$ cat config.mk
export PLATFORM = sky130hd
export DESIGN_NAME = system
export DESIGN_NICKNAME = d
export VERILOG_FILES = /design/src/rtl/system.sv
export SDC_FILE = /design/constraint.sdc
export NUM_CORES = 1
export LEC_CHECK = 0
export CAP_MARGIN = 20
export CORE_UTILIZATION = 35
export CTS_BUF_LIST = sky130_fd_sc_hd__clkbuf_4
export DETAILED_ROUTE_END_ITERATION = 6
export PLACE_DENSITY = 0.48
export SETUP_SLACK_MARGIN = 0.2
export SYNTH_ARGS = -nofsm -noshare
export SYNTH_HDL_FRONTEND = slang
export SYNTH_SLANG_ARGS = --single-unit
$ cat constraint.sdc
create_clock -name clk -period 3.01 [get_ports clk]
set_input_delay 0.602 -clock clk [delete_from_list [all_inputs] [get_ports clk]]
set_output_delay 0.602 -clock clk [all_outputs]
set_load 0.03 [all_outputs]
$ cat src/rtl/system.sv
// UART-to-GPIO bridge: input-nibble changes are reported as {4'hA, nibble} TX frames;
// received bytes drive the low nibble onto the upper GPIO pins.
module system #(
   parameter int clk_freq       = 50000000,
   parameter int uart_baud_rate = 115200
) (
   input  logic       clk,
   input  logic       rst,
   output logic       led,
   input  logic       uart_rxd,
   output logic       uart_txd,
   inout  wire  [7:0] gpio_io
);
   localparam int DIV  = clk_freq / uart_baud_rate;
   localparam int HALF = DIV / 2;
   localparam int CW   = (DIV > 2) ? $clog2(DIV) : 1;
   localparam logic [CW-1:0] DIV_LAST  = CW'(DIV - 1);
   localparam logic [CW-1:0] HALF_LAST = CW'(HALF - 1);

   typedef enum logic [1:0] {TX_IDLE, TX_START, TX_DATA, TX_STOP} tx_state_t;
   typedef enum logic [2:0] {RX_IDLE, RX_START, RX_DATA, RX_STOP, RX_DONE, RX_WAIT} rx_state_t;

   logic [3:0] in_meta_reg, in_sync_reg, last_in_reg;
   logic       in_event;
   logic       pending_reg, pending_next;

   tx_state_t     tx_state_reg, tx_state_next;
   logic [CW-1:0] tx_cnt_reg, tx_cnt_next;
   logic [2:0]    tx_bit_reg, tx_bit_next;
   logic [7:0]    tx_shift_reg, tx_shift_next;
   logic          txd_reg, txd_next;
   logic          led_reg, led_next;
   logic          tx_load;

   logic          rx_meta_reg, rx_sync_reg, rx_prev_reg;
   rx_state_t     rx_state_reg, rx_state_next;
   logic [CW-1:0] rx_cnt_reg, rx_cnt_next;
   logic [2:0]    rx_bit_reg, rx_bit_next;
   logic [7:0]    rx_shift_reg, rx_shift_next;
   logic [3:0]    gpio_out_reg, gpio_out_next;

   assign gpio_io[3:0] = 4'bzzzz;
   assign gpio_io[7:4] = gpio_out_reg;
   assign uart_txd     = txd_reg;
   assign led          = led_reg;

   // last_in follows in_sync every clock, so a mismatch lasts exactly one cycle per change
   always_ff @(posedge clk or negedge rst) begin
      if (!rst) begin
         in_meta_reg <= 4'h0;
         in_sync_reg <= 4'h0;
         last_in_reg <= 4'h0;
         pending_reg <= 1'b0;
         rx_meta_reg <= 1'b0;
         rx_sync_reg <= 1'b0;
         rx_prev_reg <= 1'b0;
      end else begin
         in_meta_reg <= gpio_io[3:0];
         in_sync_reg <= in_meta_reg;
         last_in_reg <= in_sync_reg;
         pending_reg <= pending_next;
         rx_meta_reg <= uart_rxd;
         rx_sync_reg <= rx_meta_reg;
         rx_prev_reg <= rx_sync_reg;
      end
   end

   assign in_event     = (in_sync_reg != last_in_reg);
   assign pending_next = (pending_reg && !tx_load) || in_event;

   always_ff @(posedge clk or negedge rst) begin
      if (!rst) begin
         tx_state_reg <= TX_IDLE;
         tx_cnt_reg   <= '0;
         tx_bit_reg   <= 3'd0;
         tx_shift_reg <= 8'h00;
         txd_reg      <= 1'b1;
         led_reg      <= 1'b0;
      end else begin
         tx_state_reg <= tx_state_next;
         tx_cnt_reg   <= tx_cnt_next;
         tx_bit_reg   <= tx_bit_next;
         tx_shift_reg <= tx_shift_next;
         txd_reg      <= txd_next;
         led_reg      <= led_next;
      end
   end

   // The shift register is consumed from bit 0; txd is registered one bit ahead of the shift
   always_comb begin
      tx_state_next = tx_state_reg;
      tx_cnt_next   = tx_cnt_reg;
      tx_bit_next   = tx_bit_reg;
      tx_shift_next = tx_shift_reg;
      txd_next      = txd_reg;
      tx_load       = 1'b0;
      case (tx_state_reg)
         TX_IDLE: begin
            txd_next = 1'b1;
            if (pending_reg) begin
               tx_load       = 1'b1;
               tx_shift_next = {4'hA, in_sync_reg};
               tx_cnt_next   = '0;
               txd_next      = 1'b0;
               tx_state_next = TX_START;
            end
         end
         TX_START: begin
            if (tx_cnt_reg == DIV_LAST) begin
               tx_cnt_next   = '0;
               tx_bit_next   = 3'd0;
               txd_next      = tx_shift_reg[0];
               tx_shift_next = {1'b1, tx_shift_reg[7:1]};
               tx_state_next = TX_DATA;
            end else begin
               tx_cnt_next = tx_cnt_reg + 1'b1;
            end
         end
         TX_DATA: begin
            if (tx_cnt_reg == DIV_LAST) begin
               tx_cnt_next = '0;
               if (tx_bit_reg == 3'd7) begin
                  txd_next      = 1'b1;
                  tx_state_next = TX_STOP;
               end else begin
                  tx_bit_next   = tx_bit_reg + 1'b1;
                  txd_next      = tx_shift_reg[0];
                  tx_shift_next = {1'b1, tx_shift_reg[7:1]};
               end
            end else begin
               tx_cnt_next = tx_cnt_reg + 1'b1;
            end
         end
         TX_STOP: begin
            if (tx_cnt_reg == DIV_LAST) begin
               tx_cnt_next   = '0;
               tx_state_next = TX_IDLE;
            end else begin
               tx_cnt_next = tx_cnt_reg + 1'b1;
            end
         end
         default: tx_state_next = TX_IDLE;
      endcase
      led_next = (tx_state_next != TX_IDLE);
   end

   always_ff @(posedge clk or negedge rst) begin
      if (!rst) begin
         rx_state_reg <= RX_IDLE;
         rx_cnt_reg   <= '0;
         rx_bit_reg   <= 3'd0;
         rx_shift_reg <= 8'h00;
         gpio_out_reg <= 4'h0;
      end else begin
         rx_state_reg <= rx_state_next;
         rx_cnt_reg   <= rx_cnt_next;
         rx_bit_reg   <= rx_bit_next;
         rx_shift_reg <= rx_shift_next;
         gpio_out_reg <= gpio_out_next;
      end
   end

   // After a framing error the receiver parks in RX_WAIT so a held-low line cannot retrigger it
   always_comb begin
      rx_state_next = rx_state_reg;
      rx_cnt_next   = rx_cnt_reg;
      rx_bit_next   = rx_bit_reg;
      rx_shift_next = rx_shift_reg;
      gpio_out_next = gpio_out_reg;
      case (rx_state_reg)
         RX_IDLE: begin
            rx_cnt_next = '0;
            if (rx_prev_reg && !rx_sync_reg) rx_state_next = RX_START;
         end
         RX_START: begin
            if (rx_cnt_reg == HALF_LAST) begin
               rx_cnt_next   = '0;
               rx_bit_next   = 3'd0;
               rx_state_next = rx_sync_reg ? RX_IDLE : RX_DATA;
            end else begin
               rx_cnt_next = rx_cnt_reg + 1'b1;
            end
         end
         RX_DATA: begin
            if (rx_cnt_reg == DIV_LAST) begin
               rx_cnt_next   = '0;
               rx_shift_next = {rx_sync_reg, rx_shift_reg[7:1]};
               if (rx_bit_reg == 3'd7) rx_state_next = RX_STOP;
               else                    rx_bit_next   = rx_bit_reg + 1'b1;
            end else begin
               rx_cnt_next = rx_cnt_reg + 1'b1;
            end
         end
         RX_STOP: begin
            if (rx_cnt_reg == DIV_LAST) begin
               rx_cnt_next   = '0;
               rx_state_next = rx_sync_reg ? RX_DONE : RX_WAIT;
            end else begin
               rx_cnt_next = rx_cnt_reg + 1'b1;
            end
         end
         RX_DONE: begin
            gpio_out_next = rx_shift_reg[3:0];
            rx_state_next = RX_IDLE;
         end
         RX_WAIT: begin
            if (rx_sync_reg) rx_state_next = RX_IDLE;
         end
         default: rx_state_next = RX_IDLE;
      endcase
   end
endmodule

# == After elaboration in Yosys (flattened, before gate mapping) ==
# Cells that the tools add are included.
# totals
wordCells,108
out_inout_bits,10
ff_bits,58
input_bits,3
# op_classes
n_addsub,4
muxes,41
eq_ne,25
reduce_logical,20
# ops
cell,n
two-way mux 3 bit,12
two-way mux 9 bit,4
two-way mux 8 bit,4
case mux 9 bit (3 select lines),1
case mux 8 bit (3 select lines),1
"inequality test 2 bit, second input constant",11
"adder 9 x 1 -> 9 bit, second input constant",2
"equality test 9 bit, second input constant",2
case mux 9 bit (2 select lines),1
case mux 3 bit (5 select lines),1
"equality test 3 bit, second input constant",4
two-way mux 2 bit,6
case mux 3 bit (2 select lines),2
"equality test 9 x 8 -> 1 bit, second input constant",1
case mux 2 bit (4 select lines),1
AND reduction 4 bit,2
two-way mux 1 bit,7
"adder 3 x 1 -> 3 bit, second input constant",2
"equality test 3 x 2 -> 1 bit, second input constant",2
AND reduction 6 bit,1
nonzero test 2 bit,3
nonzero test 3 bit,2
AND reduction 5 bit,1
"equality test 2 bit, second input constant",2
13 further kinds,15

# == Depth between registers and ports, before layout ==
# depth
depth_word,5
depth_mapped,8
depth_no_buf,6

# == Worst setup path before layout ==
# Ideal clock, no wire load.
# synth_timing
path_type,register to register
startpoint,register tx_state_reg[0]
endpoint,register tx_shift_reg[0]
slack_ns,0.927
period_less_slack_ns,2.083
path_buffers,2
setup_ns,0.125
path_stages_with_launch,8
arrival_ns,1.959
required_time_ns,2.885
cell_sequence,dfrtp_1 > inv_1 > ha_1 > clkbuf_1 > or2_1 > buf_2 > a211oi_4 > mux2_2
# synth_via
elab_chain_len,3
word_cells_on_any_way,10
classes_between,6 x eq/ne; 1 x mux; 3 x reduce/logical
# synth_rtl
element,line_no,source
start: declaration,27,"tx_state_t tx_state_reg, tx_state_next;"
start signal: assignment,80,tx_state_reg <= tx_state_next;
equality test 2 bit (tied with other cells),97,case (tx_state_reg)
inequality test 2 bit (no source line) or nonzero test 3 bit (tied branches),n/a,
AND reduction 5 bit (no source line),n/a,
end signal: assignment,83,tx_shift_reg <= tx_shift_next;
end: declaration,30,"logic [7:0] tx_shift_reg, tx_shift_next;"
# Several ways; a longest one is shown, not always the timed one.
# A chain may end at the register's enable or synchronous reset.

# == Final worst setup path ==
# layout_timing
startpoint,register txd_reg (netlist: uart_txd)
endpoint,output uart_txd
# layout_lines
element,line_no,source
start: declaration,31,"logic txd_reg, txd_next;"
start signal: assignment,84,txd_reg <= txd_next;
end: declaration,11,"output logic uart_txd,"
# No word-level cell between the ends.

==> impl_results.md <==
- Post-Route Hold Slack: approximately 78 ps
- Weighted congestion reported at the end of routability-driven placement: approximately 0.79
- Number of global-route vias before repair: approximately 1.8k
- CP Data Required Time: 2410 ps
- Worst-path clk slew: roughly 100 ps
- Final number of max-transition violations: 0
- Clk Latency, worst-skew pair: about 400 ps
- CTS root buffer: sky130_fd_sc_hd__clkbuf_4
- Number of detailed-route iterations in the first pass: 4
- Count of hold buffers inserted by post-cts repair: 0
- Std-Cell Core Area: around 8200 sq um
- Critical R2R Launch: tx_state_reg[0]
- Final hold violation count: 0
- Relative slew slack: 55.37%
- Final worst clock skew: approximately 19 ps
- Effective utilization at floorplan: around 36%
- Commonest non-fill, non-tap cell in the layout: sky130_fd_sc_hd__dfrtp_1
- Wire length per cell after detailed routing: 13.47 microns
- Least setup slack across all paths after layout: ~800 ps
- Register Area: about 1500 sq um
- Total number of yosys warnings: 0
- Proportion of netlist area held by the largest area contributor: 48.28%
- Inserted Clock Buffers: 9
- Total via count in the routed design: between 1.5k and 2k
- Master of the slowest instance on the critical path: sky130_fd_sc_hd__clkdlybuf4s50_1
- Flip-flop and latch count after synthesis: just under 60
- Status: finished, final reports clean
- Cells after Synth: between 200 and 300
- Post-synth design cell area: 2954 sq um
- Total of max-cap violations: 0
- Setup violation total in the final timing report: 0
- Min Tclk post-route: around 2200 ps
- Top post-synthesis cells by area: sky130_fd_sc_hd__dfrtp_1 48%, sky130_fd_sc_hd__mux2_2 7.2%, sky130_fd_sc_hd__ha_1 6.4%
- Die height: between 90 and 100 microns
- DRC errors left: 0
- Remaining number of nets flagged by the antenna check after routing: 0
- Placed insts: between 300 and 400
- I/O pin cnt: 13
- Placement row count: 33
- Type of the tightest min-delay check: input port to asynchronous set/reset pin
- Startpoint of the most critical setup path: uart_txd
- Synthesized area divided by synthesized cell count: between 10 and 15 sq um
- Share of layout cells above drive strength 1: between 10% and 20%
- TritonCTS clock tree: built
- Buffers on Ports: 4
- Buffering stage count on the worst path with inverters included: 1
- Fillers: approximately 810
- Number of gates resized after CTS: 0
- Final period utilization: 73.24%
- Endpoint kind of the worst setup timing path: output port
- Post-synthesis to final-layout area growth: 10.25%
- Maximum root-to-sink buffer count: 2
- Largest net degree at the start of global routing: 43
- Total number of H-tree levels: 3
- Start-to-end type of the worst setup path: register to output port
- Initial detailed-routing violation count: 69
- Post-layout nets: roughly 300
- Routed via count divided by cell count: approximately 5
- Peak fanout along the critical path: 2
- Overall track demand over capacity in global routing: 13.81%
- Total global routing overflow: 0
- Die Footprint: ~9000 sq um
- N_diodes: 0
- Cell family with most CP delay: buffers and inverters
- Post-Layout Cell Count: roughly 390
- Slowest Stage Delay on Critical Path: around 660 ps
- First-pass GRT wire length: a little over 9000 microns
- Half-perimeter wire length after placement: roughly 3600 microns
- Arrival time at the worst endpoint: 1600 ps
- Primary FF master, synth: sky130_fd_sc_hd__dfrtp_1
- Cell type with the largest total area after synthesis: sky130_fd_sc_hd__dfrtp_1
- Library cells used by synthesis: 60
- Initial antenna violation count: 0
- Setup repair after global routing missed its margin: false
- Number of post-CTS setup repair buffers: 0
- Total power divided by cell area: approximately 660 nW/um^2
- Accumulated negative setup slack: 0 ps
- Pleak: around 1.5 nW
- Seq/Total Area, Yosys: 49.17%
- Cell chain of the critical path: clkdlybuf4s50_1
- VDD IR-drop max: roughly 0.29 mV
- Number of sinks handled by clock tree synthesis: 58
- Share of flip-flops with an asynchronous set or reset: 100.0%
- Final wirelength: between 5000 and 6000 microns
- Measured slew at the worst slew-check pin: 668.1 ps
- Startpoint class of the critical path: register
- Die W: ~94 microns
- Leading cell types in the layout, fill and taps excluded: 57 x sky130_fd_sc_hd__dfrtp_1, 33 x sky130_fd_sc_hd__nand2_1, 19 x sky130_fd_sc_hd__mux2_2
- Worst slack at placement: 831.7 ps
- Highest achievable clock rate: around 0.45 GHz
- Number of synthesized flops with an enable pin: 0
- Footprint of the multi-input gates: ~1400 sq um
layout make-up:
cell class,instances,share of cell area (%)
timing repair buffer,7,2.151
multi-input combinational,194,42.76
clock buffer,11,2.536
tap,105,4.034
sequential,58,44.60
inverter,13,1.498
clock inverter,5,2.420
layer usage:
metal | vias to the layer above | track usage [%] | wire, microns
li1 | 979 | - | -
met1 | 951 | 17.73 | 2555
met2 | 34 | 20.99 | 2446
met3 | 9 | 4.531 | 196
met4 | 0 | 6.410 | 94
met5 | - | 0 | 0
power breakdown:
part | internal, mW | total, mW | switching, mW
registers | 0.887 | 0.972 | 0.0858
clock network | 0.353 | 0.645 | 0.292
logic | 0.246 | 0.546 | 0.299
total | 1.49 | 2.16 | 0.677
worst reg2reg max path, delay by kind of cell, from the launching register on:
kind                       cells  cell delay [ps]
AOI/OAI and AO/OA              1              480
adders and majority gates      1              310
buffers and inverters          1              100
DFF                            1              420
muxes                          1              400
and+or+nand+nor                1              350
path summary, 6_finish.rpt:
kind	slack [ps]	to	depth (start not counted)
max	810	uart_txd	1
min	80	tx_bit_reg[1]	1
max reg2reg	840	tx_shift_reg[1]	5
min reg2reg	370	rx_sync_reg	0
max in group asynchronous	2180	rx_shift_reg[4]	3
min in group clk	350	gpio_io[4]	1
cell usage after synthesis (3+ instances only):
library cell               number
sky130_fd_sc_hd__a21oi_1       12
sky130_fd_sc_hd__a22o_1         6
sky130_fd_sc_hd__buf_4          4
sky130_fd_sc_hd__clkbuf_1       7
sky130_fd_sc_hd__dfrtp_1       57
sky130_fd_sc_hd__ha_1          15
sky130_fd_sc_hd__inv_1         13
sky130_fd_sc_hd__mux2_2        19
sky130_fd_sc_hd__nand2_1       33
sky130_fd_sc_hd__nand3_1        7
sky130_fd_sc_hd__nor2_1        14
sky130_fd_sc_hd__nor3_1         4
sky130_fd_sc_hd__nor3b_1        3
sky130_fd_sc_hd__nor4_1         3
sky130_fd_sc_hd__o21ai_0       10
sky130_fd_sc_hd__or3_1          4
sky130_fd_sc_hd__xnor2_1        6
logic make-up (layout without fill, tap and decap cells):
family / Yosys count / in the layout / share of synthesized area [%]
compound gates: 48 / 48 / 11.61
xor+xnor: 8 / 8 / 2.372
fa+ha+maj: 15 / 15 / 6.353
buf+inv: 26 / 36 / 4.193
flops: 58 / 58 / 49.17
mux: 21 / 21 / 7.921
other cells: 1 / 5 / 0.1269
simple gates: 97 / 97 / 18.25
per-stage QoR:
step | power (mW) | util, % | instance area (sq um)
after floorplan | 1.406 | - | 2969
after global placement | 1.534 | 37.62 | 3075
after detailed placement | 1.538 | 37.62 | 3075
after CTS | 2.195 | 39.59 | 3237
after global routing | 2.307 | 39.84 | 3257
final | 2.163 | 39.84 | 3257
Power figures use the tool's default switching activity.
